===== config.mk =====
export PLATFORM = sky130hd
export DESIGN_NAME = pru_cmd_queue
export DESIGN_NICKNAME = d
export VERILOG_FILES = /design/src/rtl/pru_pkg.sv /design/src/rtl/pru_cmd_fifo.sv /design/src/rtl/pru_cmd_queue.sv
export SDC_FILE = /design/constraint.sdc
export NUM_CORES = 1
export LEC_CHECK = 0
export BUFFER_PORTS_ARGS = -buffer_cell sky130_fd_sc_hd__buf_2
export CORE_UTILIZATION = 41
export CTS_BUF_LIST = sky130_fd_sc_hd__clkbuf_2
export DETAILED_ROUTE_END_ITERATION = 8
export SLEW_MARGIN = 20
export SYNTH_ARGS = -nofsm -noshare
export SYNTH_HDL_FRONTEND = slang
export SYNTH_HIERARCHICAL = 1
export SYNTH_SLANG_ARGS = --single-unit

===== constraint.sdc =====
create_clock -name clk -period 9.9 [get_ports clk]
set_input_delay 1.98 -clock clk [delete_from_list [all_inputs] [get_ports clk]]
set_output_delay 1.98 -clock clk [all_outputs]
set_load 0.05 [all_outputs]

===== src/rtl/pru_pkg.sv =====
// Shared definitions for the pixel render unit command queue: register map,
// command entry layout and sequencer states.
package pru_pkg;

  localparam logic [31:0] AddrGeom    = 32'h4000_0100;
  localparam logic [31:0] AddrSize    = 32'h4000_0104;
  localparam logic [31:0] AddrBmap    = 32'h4000_0108;
  localparam logic [31:0] AddrCmd     = 32'h4000_0120;
  localparam logic [31:0] AddrStatus  = 32'h4000_0124;
  localparam logic [31:0] AddrDoneCnt = 32'h4000_0128;

  typedef enum logic [1:0] {
    ShapeRect   = 2'b00,
    ShapeCircle = 2'b01,
    ShapeBitmap = 2'b10,
    ShapeLetter = 2'b11
  } shape_e;

  // 74-bit queued draw command
  typedef struct packed {
    logic [9:0]  col;
    logic [8:0]  row;
    logic [9:0]  width;
    logic [8:0]  height_radius;
    logic [31:0] bitmap_addr;
    shape_e      shape;
    logic [1:0]  color;
  } pru_cmd_t;

  typedef enum logic [1:0] {
    StIdle,
    StIssue,
    StWaitDone,
    StRelease
  } seq_state_e;

endpackage


===== src/rtl/pru_cmd_fifo.sv =====
// Synchronous FIFO with flush; flush wins over push and pop in the same cycle.
// A push into a full FIFO is accepted only if a pop happens in the same cycle.
module pru_cmd_fifo #(
  parameter int unsigned Depth = 8,
  parameter type entry_t = logic,
  localparam int unsigned AW = $clog2(Depth),
  localparam int unsigned CntW = $clog2(Depth) + 1
) (
  input  logic            clk,
  input  logic            rst_n,
  input  logic            push_i,
  input  entry_t          data_i,
  input  logic            pop_i,
  input  logic            flush_i,
  output entry_t          data_o,
  output logic            full_o,
  output logic            empty_o,
  output logic [CntW-1:0] count_o
);

  entry_t          mem_q [Depth];
  logic [AW-1:0]   wr_ptr_q, rd_ptr_q;
  logic [CntW-1:0] count_q;
  logic            do_push, do_pop;

  assign full_o  = (count_q == CntW'(Depth));
  assign empty_o = (count_q == '0);
  assign count_o = count_q;
  assign data_o  = mem_q[rd_ptr_q];

  assign do_pop  = pop_i && !empty_o;
  assign do_push = push_i && !flush_i && (!full_o || do_pop);

  always_ff @(posedge clk or negedge rst_n) begin
    if (!rst_n) begin
      wr_ptr_q <= '0;
      rd_ptr_q <= '0;
      count_q  <= '0;
    end else if (flush_i) begin
      rd_ptr_q <= wr_ptr_q;
      count_q  <= '0;
    end else begin
      if (do_push) wr_ptr_q <= wr_ptr_q + AW'(1);
      if (do_pop)  rd_ptr_q <= rd_ptr_q + AW'(1);
      unique case ({do_push, do_pop})
        2'b10:   count_q <= count_q + CntW'(1);
        2'b01:   count_q <= count_q - CntW'(1);
        default: ;
      endcase
    end
  end

  always_ff @(posedge clk) begin
    if (do_push) mem_q[wr_ptr_q] <= data_i;
  end

endmodule


===== src/rtl/pru_cmd_queue.sv =====
// MMIO command queue for the pixel render unit: staging registers, a command
// FIFO and a sequencer that hands one command at a time to the render unit.
module pru_cmd_queue
  import pru_pkg::*;
#(
  parameter int unsigned DEPTH = 8
) (
  input  logic        clk,
  input  logic        rst_n,
  input  logic [31:0] bus_addr_i,
  input  logic [31:0] bus_wdata_i,
  input  logic        bus_we_i,
  input  logic        bus_re_i,
  output logic [31:0] bus_rdata_o,
  input  logic        pru_busy_i,
  input  logic        pru_done_i,
  output logic        pru_start_o,
  output logic [1:0]  pru_shape_select_o,
  output logic [1:0]  pru_color_o,
  output logic [9:0]  pru_col_o,
  output logic [8:0]  pru_row_o,
  output logic [9:0]  pru_width_o,
  output logic [8:0]  pru_height_radius_o,
  output logic [31:0] pru_bitmap_addr_o,
  output logic        irq_done_o
);

  localparam int unsigned CntW = $clog2(DEPTH) + 1;

  logic [9:0]  geom_col_q, size_w_q;
  logic [8:0]  geom_row_q, size_h_q;
  logic [31:0] bmap_q, rdata_q, rdata_d;
  logic [15:0] done_cnt_q;
  logic        ovf_q, start_q, irq_q;
  seq_state_e  state_q;
  pru_cmd_t    cmd_q, new_entry, fifo_head;

  logic            cmd_wr, cmd_push, cmd_flush, fifo_pop, push_drop, done_evt;
  logic            fifo_full, fifo_empty;
  logic [CntW-1:0] fifo_count;
  logic [4:0]      status_cnt;
  logic            unused_busy;

  // The render unit handshake is fully covered by start/done.
  assign unused_busy = pru_busy_i;

  assign cmd_wr     = bus_we_i && (bus_addr_i == AddrCmd);
  assign cmd_push   = cmd_wr && !bus_wdata_i[31];
  assign cmd_flush  = cmd_wr && bus_wdata_i[31];
  assign fifo_pop   = (state_q == StIssue);
  assign push_drop  = cmd_push && fifo_full && !(fifo_pop && !fifo_empty);
  assign done_evt   = (state_q == StRelease) && !pru_done_i;
  assign status_cnt = 5'(fifo_count);

  assign new_entry = '{col: geom_col_q, row: geom_row_q, width: size_w_q,
                       height_radius: size_h_q, bitmap_addr: bmap_q,
                       shape: shape_e'(bus_wdata_i[1:0]), color: bus_wdata_i[3:2]};

  pru_cmd_fifo #(
    .Depth   (DEPTH),
    .entry_t (pru_cmd_t)
  ) u_fifo (
    .clk     (clk),
    .rst_n   (rst_n),
    .push_i  (cmd_push),
    .data_i  (new_entry),
    .pop_i   (fifo_pop),
    .flush_i (cmd_flush),
    .data_o  (fifo_head),
    .full_o  (fifo_full),
    .empty_o (fifo_empty),
    .count_o (fifo_count)
  );

  always_comb begin
    rdata_d = '0;
    case (bus_addr_i)
      AddrStatus:  rdata_d = {23'b0, ovf_q, status_cnt, fifo_empty, fifo_full,
                              state_q != StIdle};
      AddrDoneCnt: rdata_d = {16'b0, done_cnt_q};
      default:     ;
    endcase
  end

  always_ff @(posedge clk or negedge rst_n) begin
    if (!rst_n) begin
      geom_col_q <= '0;
      geom_row_q <= '0;
      size_w_q   <= '0;
      size_h_q   <= '0;
      bmap_q     <= '0;
      ovf_q      <= 1'b0;
      done_cnt_q <= '0;
      rdata_q    <= '0;
    end else begin
      if (bus_we_i && bus_addr_i == AddrGeom) begin
        geom_col_q <= bus_wdata_i[9:0];
        geom_row_q <= bus_wdata_i[24:16];
      end
      if (bus_we_i && bus_addr_i == AddrSize) begin
        size_w_q <= bus_wdata_i[9:0];
        size_h_q <= bus_wdata_i[24:16];
      end
      if (bus_we_i && bus_addr_i == AddrBmap) bmap_q <= bus_wdata_i;
      if (bus_we_i && bus_addr_i == AddrStatus) ovf_q <= 1'b0;
      else if (push_drop)                       ovf_q <= 1'b1;
      if (bus_we_i && bus_addr_i == AddrDoneCnt) done_cnt_q <= '0;
      else if (done_evt)                         done_cnt_q <= done_cnt_q + 16'd1;
      if (bus_re_i) rdata_q <= rdata_d;
    end
  end

  // Sequencer; a flush racing the IDLE->ISSUE step can leave nothing to pop.
  always_ff @(posedge clk or negedge rst_n) begin
    if (!rst_n) begin
      state_q <= StIdle;
      start_q <= 1'b0;
      irq_q   <= 1'b0;
      cmd_q   <= '0;
    end else begin
      irq_q <= 1'b0;
      case (state_q)
        StIdle: if (!fifo_empty) state_q <= StIssue;
        StIssue: begin
          if (fifo_empty) begin
            state_q <= StIdle;
          end else begin
            cmd_q   <= fifo_head;
            start_q <= 1'b1;
            state_q <= StWaitDone;
          end
        end
        StWaitDone: begin
          if (pru_done_i) begin
            start_q <= 1'b0;
            state_q <= StRelease;
          end
        end
        StRelease: begin
          if (!pru_done_i) begin
            irq_q   <= 1'b1;
            state_q <= StIdle;
          end
        end
        default: state_q <= StIdle;
      endcase
    end
  end

  assign bus_rdata_o         = rdata_q;
  assign pru_start_o         = start_q;
  assign irq_done_o          = irq_q;
  assign pru_shape_select_o  = cmd_q.shape;
  assign pru_color_o         = cmd_q.color;
  assign pru_col_o           = cmd_q.col;
  assign pru_row_o           = cmd_q.row;
  assign pru_width_o         = cmd_q.width;
  assign pru_height_radius_o = cmd_q.height_radius;
  assign pru_bitmap_addr_o   = cmd_q.bitmap_addr;

endmodule


# Word level (Yosys, flattened, before mapping)
# Memories as Yosys holds them, arrays and structs flattened. A register that Yosys moved wholly into a read port is not among the register bits.
# Cells that the tools add are included.
dict set report word_totals {
  in_bits 70
  word_cells 93
  ramBits 592
  mem_count 1
  regBits 133
  output_inout_bits 108
}
# name words width read_ports rd_clocked_by_memory_dff wr line
set mem_list {}
lappend mem_list {u_fifo.mem_q 8 74 1 1 1 pru_cmd_fifo.sv:21} ;# entry_t mem_q [Depth];
dict set report op_classes {
  reduce_logical 34
  n_addsub 5
  n_mux 21
  bitwise_logic 2
  n_eq_ne 16
}
# cell n
set ops {}
lappend ops {{32-bit by 31-bit == test with 1-bit output, second input constant} 6}
lappend ops {{16-bit 2-to-1 mux} 2}
lappend ops {{16-bit one-hot mux with 2 select lines} 1}
lappend ops {{16-bit by 1-bit adder with 16-bit output, second input constant} 1}
lappend ops {{1-bit logical AND} 14}
lappend ops {{2-bit nonzero test} 5}
lappend ops {{1-bit 2-to-1 mux} 8}
lappend ops {{2-bit 2-to-1 mux} 4}
lappend ops {{2-bit != test, second input constant} 4}
lappend ops {{2-bit one-hot mux with 4 select lines} 1}
lappend ops {{4-bit one-hot mux with 2 select lines} 1}
lappend ops {{1-bit logical NOT} 7}
lappend ops {{3-bit by 1-bit adder with 3-bit output, second input constant} 2}
lappend ops {{2-bit == test, second input constant} 3}
lappend ops {{3-bit 2-to-1 mux} 2}
lappend ops {{3-bit AND reduction} 2}
lappend ops {{4-bit by 1-bit adder with 4-bit output, second input constant} 1}
lappend ops {{2-bit by 1-bit == test with 1-bit output, second input constant} 2}
lappend ops {{4-bit == test, second input constant} 1}
lappend ops {{4-bit logical NOT} 1}
lappend ops {{4-bit 2-to-1 mux} 1}
lappend ops {{2-bit AND reduction} 2}
lappend ops {{4-bit by 1-bit subtractor with 4-bit output, second input constant} 1}
lappend ops {{3-bit nonzero test} 1}
lappend ops {{4 further kinds} 5}

# Logic depth before layout (Yosys ltp)
# Gate-level depths: netlist of run 1.
dict set report depth {
  ltp_word 9
  ltp_mapped 12
  depth_no_buf 11
}

# Hierarchy
# The synthesis of run 1 kept the hierarchy.
# mod n_inst cells_each seq_area_each_um2 area_each_um2
set modules_own_cells {}
lappend modules_own_cells {pru_cmd_fifo 1 932 18027.3 22895.7}
lappend modules_own_cells {pru_cmd_queue 1 506 4529.3 7354.6}

# Least setup slack after synthesis of run 1
# Ideal clock, no wire load.
dict set report synth_timing {
  kind {input to register}
  start {input bus_addr_i[17]}
  end {memory u_fifo/mem_q[2][0] (netlist bit), enable pin}
  stages 9
  setup_slack_ns -0.198
  t_arrival_ns 9.501
  required_ns 9.303
  path_cell_list {nor4_2 > nand4_4 > or2_2 > clkbuf_1 > nor4_1 > inv_1 > a311oi_2 > nand2_1 > nor3_1}
}
# item line
set synth_lines {}
lappend synth_lines {{start: declaration} pru_cmd_queue.sv:10} ;# input logic [31:0] bus_addr_i,
lappend synth_lines {{32-bit by 31-bit == test with 1-bit output} pru_cmd_queue.sv:47} ;# assign cmd_wr = bus_we_i && (bus_addr_i == AddrCmd);
lappend synth_lines {{1-bit logical AND} pru_cmd_queue.sv:47}
lappend synth_lines {{1-bit logical AND} pru_cmd_queue.sv:48} ;# assign cmd_push = cmd_wr && !bus_wdata_i[31];
lappend synth_lines {{named net cmd_push} pru_cmd_queue.sv:38} ;# logic cmd_wr, cmd_push, cmd_flush, fifo_pop, push_drop, done_evt;
lappend synth_lines {{1-bit logical AND (2 in series)} pru_cmd_fifo.sv:32} ;# assign do_push = push_i && !flush_i && (!full_o || do_pop);
lappend synth_lines {{1-bit 2-to-1 mux} pru_cmd_fifo.sv:54} ;# if (do_push) mem_q[wr_ptr_q] <= data_i;
lappend synth_lines {{1-bit 2-to-1 mux (implied by the code)} pru_cmd_fifo.sv:54}
lappend synth_lines {{end: declaration} pru_cmd_fifo.sv:21}
# The timed path passes the listed nets, and every way through them passes these cells.

# Worst setup path after layout of run 1
dict set report layout_timing {
  start {input bus_addr_i[9]}
  end {memory u_fifo/mem_q[5][60] (netlist bit), enable pin}
}
# The elaborated chain is that of the path after synthesis.

==> results of run 1 <==
[cell type report]
cell class,count,area [µm²]
Clock buffer,296,1480
Sequential cell,783,22600
Clock inverter,60,332
Timing Repair Buffer,192,1050
Antenna cell,1,2.50
Fill cell,6247,39000
Inverter,20,75.1
Tap cell,959,1200
Multi-Input combinational cell,567,7250
[placed cells by master (no fill, tap or decap), types with 6 or more instances in the layout]
master / n
a21oi_1: 12
clkinv_2: 10
edfxtp_1: 592
inv_1: 20
a22o_1: 8
buf_2: 159
nor3_1: 6
nand2_1: 16
clkbuf_2: 296
o21ai_0: 11
dfrtp_1: 188
nor2_1: 16
clkinv_1: 42
mux2_2: 207
conb_1: 16
or3_1: 7
o32ai_1: 8
mux4_2: 148
xnor2_1: 11
buf_4: 32
a22oi_1: 7
mux2_1: 12
nor2_4: 6
[critical path, stage by stage]
cell and delay, ns:
buf_2 0.10, nor4b_2 0.38, nand4_4 0.25, or2_2 0.45, nor4_1 0.38, buf_4 0.22, inv_1 0.07, a311oi_2 0.44
nand2b_1 0.33, nor2_4 0.86, buf_4 0.61
[power by group through the flow]
| stage | clock [mW] | combinational, mW | sequential [mW] |
|---|---|---|---|
| 4_1_cts | 2.24 | 0.0658 | 3.49 |
| 5_1_grt | 2.40 | 0.0699 | 3.49 |
| 6_report | 2.15 | 0.0633 | 3.49 |
| 3_5_place_dp | 0 | 0.0659 | 3.56 |
| 3_3_place_gp | 0 | 0.0649 | 3.56 |
| 2_1_floorplan | 0 | 0.0236 | 3.56 |
[worst max-delay path by stage]
stage,from,end,depth (start not counted)
after floorplan,bus_addr_i[17],u_fifo/mem_q[7][0]$_DFFE_PP_,9
after global placement,bus_addr_i[17],u_fifo/mem_q[7][13]$_DFFE_PP_,12
after detailed placement,bus_addr_i[9],u_fifo/mem_q[5][62]$_DFFE_PP_,11
after CTS,bus_addr_i[9],u_fifo/mem_q[5][43]$_DFFE_PP_,11
after global routing,bus_addr_i[20],u_fifo/mem_q[5][43]$_DFFE_PP_,11
final,bus_addr_i[9],u_fifo/mem_q[5][60]$_DFFE_PP_,11
[state kept, by name, indices dropped and copies added (netlist names), 3 cells and up, named ones only]
| signal | cells |
|---|---|
| u_fifo/mem_q | 592 |
| bmap_q | 32 |
| pru_bitmap_addr_o | 32 |
| bus_rdata_o | 16 |
| done_cnt_q | 16 |
| geom_col_q | 10 |
| pru_col_o | 10 |
| pru_width_o | 10 |
| size_w_q | 10 |
| geom_row_q | 9 |
| pru_height_radius_o | 9 |
| pru_row_o | 9 |
| size_h_q | 9 |
| u_fifo/count_o | 4 |
| u_fifo/rd_ptr_q | 3 |
| u_fifo/wr_ptr_q | 3 |
[routing by layer]
metal | global-route usage | vias up | part of all wire
li1 | - | 6577 | -
met1 | 0.244 | 7931 | 0.43
met2 | 0.291 | 476 | 0.49
met3 | 0.0461 | 112 | 0.057
met4 | 0.0610 | 4 | 0.019
met5 | 0 | - | 0.00033
[logic make-up after synthesis]
logic type               Yosys count  share of synthesized area
AND/OR/NAND/NOR                   98                     0.0209
other                              1                   0.000124
multiplexers                     369                      0.192
AO/OA/AOI/OAI                     63                     0.0146
adder cells (fa/ha/maj)            6                    0.00273
XOR/XNOR                          15                    0.00434
flip-flops                       783                      0.746
buffers and inverters            103                     0.0193
[metrics by stage]
step	hold slack, ns	cell area (µm²)	utilization	power [mW]	setup slack (ns)
2_1_floorplan	0.483	30300	-	3.59	1.79
3_3_place_gp	0.484	32100	0.441	3.63	3.49
3_5_place_dp	0.490	32100	0.441	3.63	3.37
4_1_cts	0.490	34000	0.465	5.80	4.86
5_1_grt	0.530	34000	0.465	5.97	4.53
6_report	0.507	34000	0.465	5.71	4.66
==> impl_metrics.env, run 1 <==
export IMPL_postCtsSetupBuffers=0
export IMPL_synth_cell_type_count=55
export IMPL_ant_nets=0
export IMPL_synth_commonest_cells="592 x edfxtp_1, 207 x mux2_2, 191 x dfrtp_1, 148 x mux4_2, 24 x clkbuf_1"
export IMPL_finalHoldViolations=0
export IMPL_fin_nets=1832
export IMPL_drtPass1Iterations=5
export IMPL_hold_path_depth=1
export IMPL_cts_tree="yes"
export IMPL_synth_edf_count=592
export IMPL_seq_area_frac_synth=0.746
export IMPL_synth_area_leaders="edfxtp_1 59%, dfrtp_1 16%, mux4_2 11%, mux2_2 7.7%, buf_6 0.52%"
export IMPL_clk_path_buf_depth=3
export IMPL_hold_start="pru_row_o[1]$_DFFE_PN0P_"
export IMPL_cp_start_kind="primary input"
export IMPL_synth_top_cell_area_share=0.588
export IMPL_yosys_warnings=6
export IMPL_drc=0
export IMPL_io_buffers=160
export IMPL_ys_async_sr_fraction=0.244
export IMPL_comb_power_share=0.011
export IMPL_final_setup_tns_ns=0
export IMPL_clk_latency_ns=1.32
export IMPL_switching_share=0.233
export IMPL_drv_cap=0
export IMPL_dp_cells=2521
export IMPL_rr_startpoint="u_fifo/rd_ptr_q[0]$_DFFE_PN0P_"
export IMPL_num_vias=15100
export IMPL_io_pin_count=178
export IMPL_grtUsageTotal=0.182
export IMPL_drtIter0Drc=1060
export IMPL_netlist_area_um2=30300
export IMPL_grt_max_degree=89
export IMPL_synthToLayoutAreaGrowth_pct=12.2
export IMPL_drive_above_1_share=0.464
export IMPL_finalCriticalPeriod_ns=5.24
export IMPL_end_kind="flip-flop"
export IMPL_die_w_um=274
export IMPL_floorplan_initialDensity=0.415
export IMPL_critPathArrivalTime_ns=6.16
export IMPL_synthFlopType="edfxtp_1"
export IMPL_finalSetupViolCount=0
export IMPL_crit_type="primary input to flip-flop"
export IMPL_syn_inst=1438
export IMPL_yosysTopAreaCell="edfxtp_1"
export IMPL_wl_mm=65.8
export IMPL_clkTransAtPathRegs_ns=0.09
export IMPL_max_slew_margin=0.313
export IMPL_finalClockSkew_ns=0.0815
export IMPL_fin_crit_sh=0.529
export IMPL_reg2reg_depth=5
export IMPL_fp_dieH_um=274
export IMPL_dieArea_um2=74900
export IMPL_hold_end="pru_row_o[1]$_DFFE_PN0P_"
export IMPL_status="finished, final reports clean"
export IMPL_cts_hold_buffers=0
export IMPL_syn_area_per_cell_um2=21.0
export IMPL_crit_required_ns=10.82
export IMPL_cp_max_fo=30
export IMPL_htreeDepth=4
export IMPL_cts_root_buf="clkbuf_2"
export IMPL_p_switching_mw=1.33
export IMPL_powerDensity_nw_per_um2=168
export IMPL_core_area_um2=73000
export IMPL_viasPerCell=5.25
export IMPL_rows=99
export IMPL_tightest_slew_ns=1.03
export IMPL_routabilityCongestion=0.764
export IMPL_p_clk_frac=0.377
export IMPL_hp_class="flip-flop to flip-flop"
export IMPL_grt_pass1_vias=16300
export IMPL_ff2ff_setup_slack_ns=6.04
export IMPL_ys_ff_latch=783
export IMPL_fmax_mhz=191
export IMPL_antenna_found_initial=6
export IMPL_r2r_end="pru_bitmap_addr_o[24]$_DFFE_PN0P_"
export IMPL_drv_slew=0
export IMPL_synth_most_common_cell="edfxtp_1"
export IMPL_final_cell_count_no_fill=2878
export IMPL_postCtsResizedCells=0
export IMPL_post_dp_hpwl_mm=36.1
export IMPL_leakagePower_nw=14.6
export IMPL_cts_buffers_inserted=192
export IMPL_overflow=0
export IMPL_wl_per_cell_um=22.9
export IMPL_rsz0062_at_grt="false"
export IMPL_peakVddDrop_uv=66.4
export IMPL_intPower_mw=4.38
export IMPL_seqPwrFrac=0.612
export IMPL_clock_sinks=783
export IMPL_grt_pass1_wl_mm=100
Note: power is estimated with default switching activity, not from simulation.
==> run 2: changes to the inputs <==
==> constraint.sdc (replaced) <==
create_clock -name clk -period 4.9 [get_ports clk]
set_input_delay 0.98 -clock clk [delete_from_list [all_inputs] [get_ports clk]]
set_output_delay 0.98 -clock clk [all_outputs]
set_load 0.05 [all_outputs]
==> impl_metrics.env, run 2 (synthesized netlist as in run 1, its figures left out) <==
export IMPL_drv_cap=0
export IMPL_drtPass1Iterations=5
export IMPL_drive_above_1_share=0.458
export IMPL_critPathArrivalTime_ns=5.05
export IMPL_floorplan_initialDensity=0.415
export IMPL_finalClockSkew_ns=0.0522
export IMPL_status="finished, final reports clean"
export IMPL_rsz0062_at_grt="false"
export IMPL_final_cell_count_no_fill=2930
export IMPL_max_slew_margin=0.241
export IMPL_grtUsageTotal=0.178
export IMPL_drc=0
export IMPL_crit_top_cell="dlygate4sd3_1"
export IMPL_core_area_um2=73000
export IMPL_stdcell_area_um2=34700
export IMPL_cp_start_kind="primary input"
export IMPL_drtIter0Drc=722
export IMPL_num_vias=15100
export IMPL_crit_type="primary input to flip-flop"
export IMPL_post_dp_hpwl_mm=35.3
export IMPL_largest_reg_flops=592
export IMPL_synthToLayoutAreaGrowth_pct=14.7
export IMPL_wl_per_cell_um=21.9
export IMPL_viasPerCell=5.15
export IMPL_cts_root_buf="clkbuf_2"
export IMPL_most_common_layout_cells="592 x edfxtp_1, 302 x clkbuf_2, 207 x mux2_2, 188 x dfrtp_1, 159 x buf_2"
export IMPL_top_register="u_fifo/mem_q"
export IMPL_dp_cells=2522
export IMPL_htreeDepth=4
export IMPL_cts_buffers_inserted=196
export IMPL_fmax_mhz=240
export IMPL_clock_sinks=783
export IMPL_finalCriticalPeriod_ns=4.16
export IMPL_cp_depth=12
export IMPL_io_buffers=160
export IMPL_peakVddDrop_uv=169
export IMPL_antenna_found_initial=6
export IMPL_routabilityCongestion=0.737
export IMPL_postCtsResizedCells=0
export IMPL_crit_required_ns=5.80
export IMPL_leakagePower_nw=14.9
export IMPL_reg2reg_depth=6
export IMPL_fp_dieH_um=274
export IMPL_cp_max_fo=65
export IMPL_critPathMaxStageDelay_ns=0.63
export IMPL_finalSetupViolCount=0
export IMPL_tightest_slew_ns=1.14
export IMPL_overflow=0
export IMPL_rows=99
export IMPL_clkTransAtPathRegs_ns=0.08
export IMPL_io_pin_count=178
export IMPL_ant_nets=0
export IMPL_grt_pass1_vias=16600
export IMPL_final_common_cell="edfxtp_1"
export IMPL_finalHoldViolations=0
export IMPL_die_w_um=274
export IMPL_clk_latency_ns=1.30
export IMPL_grt_pass1_wl_mm=98.3
export IMPL_final_setup_tns_ns=0
export IMPL_fin_util=0.475
export IMPL_crit_slowest_cell="dlygate4sd3_1"
export IMPL_clk_path_buf_depth=3
export IMPL_end_kind="flip-flop"
export IMPL_hp_class="primary input to flip-flop"
export IMPL_wl_mm=64.3
export IMPL_fin_nets=1880
export IMPL_hold_path_depth=5
export IMPL_fin_crit_sh=0.849
export IMPL_path_buf_inv=5
export IMPL_powerDensity_nw_per_um2=334
export IMPL_dieArea_um2=74900
export IMPL_ff2ff_setup_slack_ns=1.94
export IMPL_placed_area_um2=32400
export IMPL_crit_path_cell_trace="dlygate4sd3_1 > buf_2 > nor4b_4 > dlygate4sd3_1 > nand4_4 > or2_4 > nor4_4 > inv_2 > a311oi_4 > nand2_4 > nor3_4 > buf_12"
export IMPL_grt_max_degree=89
export IMPL_drv_slew=0
export IMPL_cts_tree="yes"
export IMPL_power_mw=11.6
export IMPL_critPathTopFamily="buffers and inverters"
==> run 2: layer usage <==
metal,global-route usage,part of all wire,up-vias
met5,0,0.00030,-
met4,0.0653,0.020,4
met3,0.0438,0.050,89
met2,0.290,0.49,406
met1,0.231,0.44,7939
li1,-,-,6665
==> run 2: final timing paths <==
check / from / endpoint
worst max-delay path: bus_addr_i[12] / u_fifo/mem_q[2][62]$_DFFE_PP_
worst min register to register: pru_bitmap_addr_o[13]$_DFFE_PN0P_ / pru_bitmap_addr_o[13]$_DFFE_PN0P_
min in group asynchronous: rst_n / pru_bitmap_addr_o[7]$_DFFE_PN0P_
worst min-delay path: bus_addr_i[3] / bus_rdata_o[0]$_DFFE_PN0P_
max in group asynchronous: rst_n / pru_col_o[7]$_DFFE_PN0P_
worst max register to register: state_q[0]$_DFFE_PN0P_ / u_fifo/mem_q[2][62]$_DFFE_PP_
==> run 2: layout make-up <==
cell class	instances	area (µm²)
antenna	1	2.50
multi-input combinational	567	7360
tap	959	1200
clock inverter	62	329
sequential	783	22600
inverter	20	75.1
clock buffer	302	1510
timing repair buffer	236	1640
fill	6197	38300
==> run 2: metrics by stage <==
step / hold WS [ns] / setup slack (ns)
2_1_floorplan: 0.483 / -0.325
3_5_place_dp: 0.490 / 0.509
6_report: 0.217 / 0.741
3_3_place_gp: 0.487 / 0.580
4_1_cts: 0.00774 / 0.940
5_1_grt: 0.0775 / 0.722
==> run 2: power by group <==
part / internal, mW / total, mW / leakage [nW] / switching [mW]
Sequential: 7.05 / 7.05 / 9.45 / 0.0000000171
Clock: 1.80 / 4.36 / 1.42 / 2.56
Combinational: 0.0493 / 0.156 / 4.04 / 0.107
==> run 2: worst register-to-register path, cell delays in order (launching register included) <==
cell,delay (ns)
dfrtp_1,0.51
nor2b_1,0.48
inv_1,0.16
a311oi_4,0.50
nand2_4,0.17
nor3_4,0.25
buf_12,0.43
==> run 2: what timing repair did <==
action | CTS | global route
hold buffers | 43 | 0
endpoints found under the setup margin | 0 | 0
setup buffers | 0 | 0
hold endpoints to repair | 202 | 0
==> run 3: changes to the inputs <==
==> constraint.sdc (replaced) <==
create_clock -name clk -period 4 [get_ports clk]
set_input_delay 0.8 -clock clk [delete_from_list [all_inputs] [get_ports clk]]
set_output_delay 0.8 -clock clk [all_outputs]
set_load 0.05 [all_outputs]
==> impl_metrics.env, run 3 (synthesized netlist as in run 1, its figures left out) <==
export IMPL_crit_required_ns=4.96
export IMPL_drive_above_1_share=0.467
export IMPL_comb_power_share=0.014
export IMPL_placed_area_um2=33000
export IMPL_finalCriticalPeriod_ns=3.96
export IMPL_tightest_slew_ns=1.01
export IMPL_critPathTopFamily="buffers and inverters"
export IMPL_intPower_mw=11.0
export IMPL_rsz0062_at_grt="false"
export IMPL_top_register="u_fifo/mem_q"
export IMPL_p_clk_frac=0.381
export IMPL_wl_mm=65.8
export IMPL_fin_nets=1924
export IMPL_ant_nets=0
export IMPL_fp_dieH_um=274
export IMPL_cts_tree="yes"
export IMPL_powerDensity_nw_per_um2=403
export IMPL_status="finished, final reports clean"
export IMPL_seqPwrFrac=0.604
export IMPL_stdcell_area_um2=35500
export IMPL_antenna_found_initial=2
export IMPL_path_buf_inv=6
export IMPL_clock_sinks=783
export IMPL_synthToLayoutAreaGrowth_pct=17.2
export IMPL_most_common_layout_cells="592 x edfxtp_1, 308 x clkbuf_2, 207 x mux2_2, 188 x dfrtp_1, 159 x buf_2"
export IMPL_cp_max_fo=15
export IMPL_grt_pass1_vias=16700
export IMPL_hp_class="primary input to flip-flop"
export IMPL_die_w_um=274
export IMPL_drv_slew=0
export IMPL_end_kind="flip-flop"
export IMPL_crit_top_cell="dlygate4sd3_1"
export IMPL_postCtsSetupBuffers=0
export IMPL_fin_util=0.486
export IMPL_viasPerCell=5.19
export IMPL_drtPass1Iterations=5
export IMPL_crit_slowest_cell="dlygate4sd3_1"
export IMPL_multi_input_area_um2=7360
export IMPL_final_fill_count=6128
export IMPL_clkTransAtPathRegs_ns=0.10
export IMPL_grt_max_degree=82
export IMPL_num_vias=15400
export IMPL_rows=99
export IMPL_cts_buffers_inserted=194
export IMPL_crit_type="primary input to flip-flop"
export IMPL_drv_cap=0
export IMPL_fmax_mhz=253
export IMPL_finalHoldViolations=0
export IMPL_fin_crit_sh=0.989
export IMPL_leakagePower_nw=15.3
export IMPL_peakVddDrop_uv=157
export IMPL_dieArea_um2=74900
export IMPL_floorplan_initialDensity=0.415
export IMPL_wl_per_cell_um=22.1
export IMPL_cp_start_kind="primary input"
export IMPL_cts_root_buf="clkbuf_2"
export IMPL_largest_reg_flops=592
export IMPL_clk_path_buf_depth=3
export IMPL_final_common_cell="edfxtp_1"
export IMPL_htreeDepth=4
export IMPL_routabilityCongestion=0.777
export IMPL_seq_area_um2=22600
export IMPL_drtIter0Drc=1076
export IMPL_finalClockSkew_ns=0.104
export IMPL_final_setup_tns_ns=0
export IMPL_overflow=0
export IMPL_switching_share=0.230
export IMPL_grt_pass1_wl_mm=101
export IMPL_p_switching_mw=3.29
export IMPL_clk_latency_ns=1.35
export IMPL_place_ws_ns=0.137
export IMPL_grtUsageTotal=0.182
export IMPL_core_area_um2=73000
export IMPL_critPathArrivalTime_ns=4.92
export IMPL_crit_path_cell_trace="dlygate4sd3_1 > buf_2 > nor3_1 > dlygate4sd3_1 > nand3_2 > dlygate4sd3_1 > or2_4 > nor4_4 > inv_2 > a311oi_4 > nand2_4 > nor2_4 > buf_12"
export IMPL_drc=0
export IMPL_io_buffers=160
export IMPL_post_dp_hpwl_mm=38.4
export IMPL_layout_setup_ws_ns=0.0421
export IMPL_io_pin_count=178
export IMPL_finalSetupViolCount=0
export IMPL_critPathMaxStageDelay_ns=0.60
export IMPL_max_slew_margin=0.329
run 3: cell count changes in the layout (fill, tap and decap cells not counted), sizes merged:
cell         change
dlygate4sd3     +14
inv              +2
clkinv          -12
bufinv           +1
clkbuf           +6
buf             +32
run 3: timing repair:
| item | in CTS | in global routing |
|---|---|---|
| hold endpoints to repair | 320 | 0 |
| hold buffers | 58 | 0 |
| resized for setup | 0 | 0 |
run 3: power groups by stage:
stage	combinational [mW]	clock [mW]	sequential (mW)
after floorplan	0.0610	0	8.82
after global placement	0.167	0	8.82
after detailed placement	0.169	0	8.82
after CTS	0.211	5.68	8.64
after global routing	0.225	6.11	8.64
final	0.206	5.46	8.64
run 3: routing by layer:
metal / share of wire / track usage / up-vias
li1: - / - / 6774
met1: 0.43 / 0.237 / 8123
met2: 0.50 / 0.295 / 438
met3: 0.059 / 0.0517 / 84
met4: 0.015 / 0.0603 / 0
met5: 0 / 0 / -
run 3: cell type report:
cell class	instances	area share
timing repair buffer	282	0.0674
clock inverter	53	0.00931
tap	959	0.0338
inverter	20	0.00212
antenna	1	0.0000706
clock buffer	308	0.0435
multi-input combinational	567	0.208
sequential	783	0.636
run 3: tightest hold or removal path, delay by kind of cell:
family / cells / cell delay [ns]
and+or+nand+nor: 5 / 0.46
buffers and inverters: 2 / 0.27
run 3: worst paths after layout:
kind                            cells past startpoint  slack (ns)                                  to                               start
worst max-delay path                               13        0.04       u_fifo/mem_q[6][69]$_DFFE_PP_                      bus_addr_i[29]
worst min-delay path                                7        0.23       u_fifo/count_o[0]$_DFFE_PN0P_                      bus_addr_i[10]
worst max register to register                      6        1.13       u_fifo/mem_q[6][69]$_DFFE_PP_              state_q[0]$_DFFE_PN0P_
worst min register to register                      1        0.51  pru_height_radius_o[0]$_DFFE_PN0P_  pru_height_radius_o[0]$_DFFE_PN0P_
max in group asynchronous                           4        2.88   pru_bitmap_addr_o[14]$_DFFE_PN0P_                               rst_n
min in group asynchronous                           4        0.63         bus_rdata_o[13]$_DFFE_PN0P_                               rst_n
run 3: through the flow:
stage	hold slack, ns	power [mW]	cells
CTS	0.00118	14.5	2972
global placement	0.485	8.99	2553
floorplan	0.483	8.88	1453
detailed placement	0.491	8.99	2553
global route	0.0650	15.0	2973
finish	0.227	14.3	2973
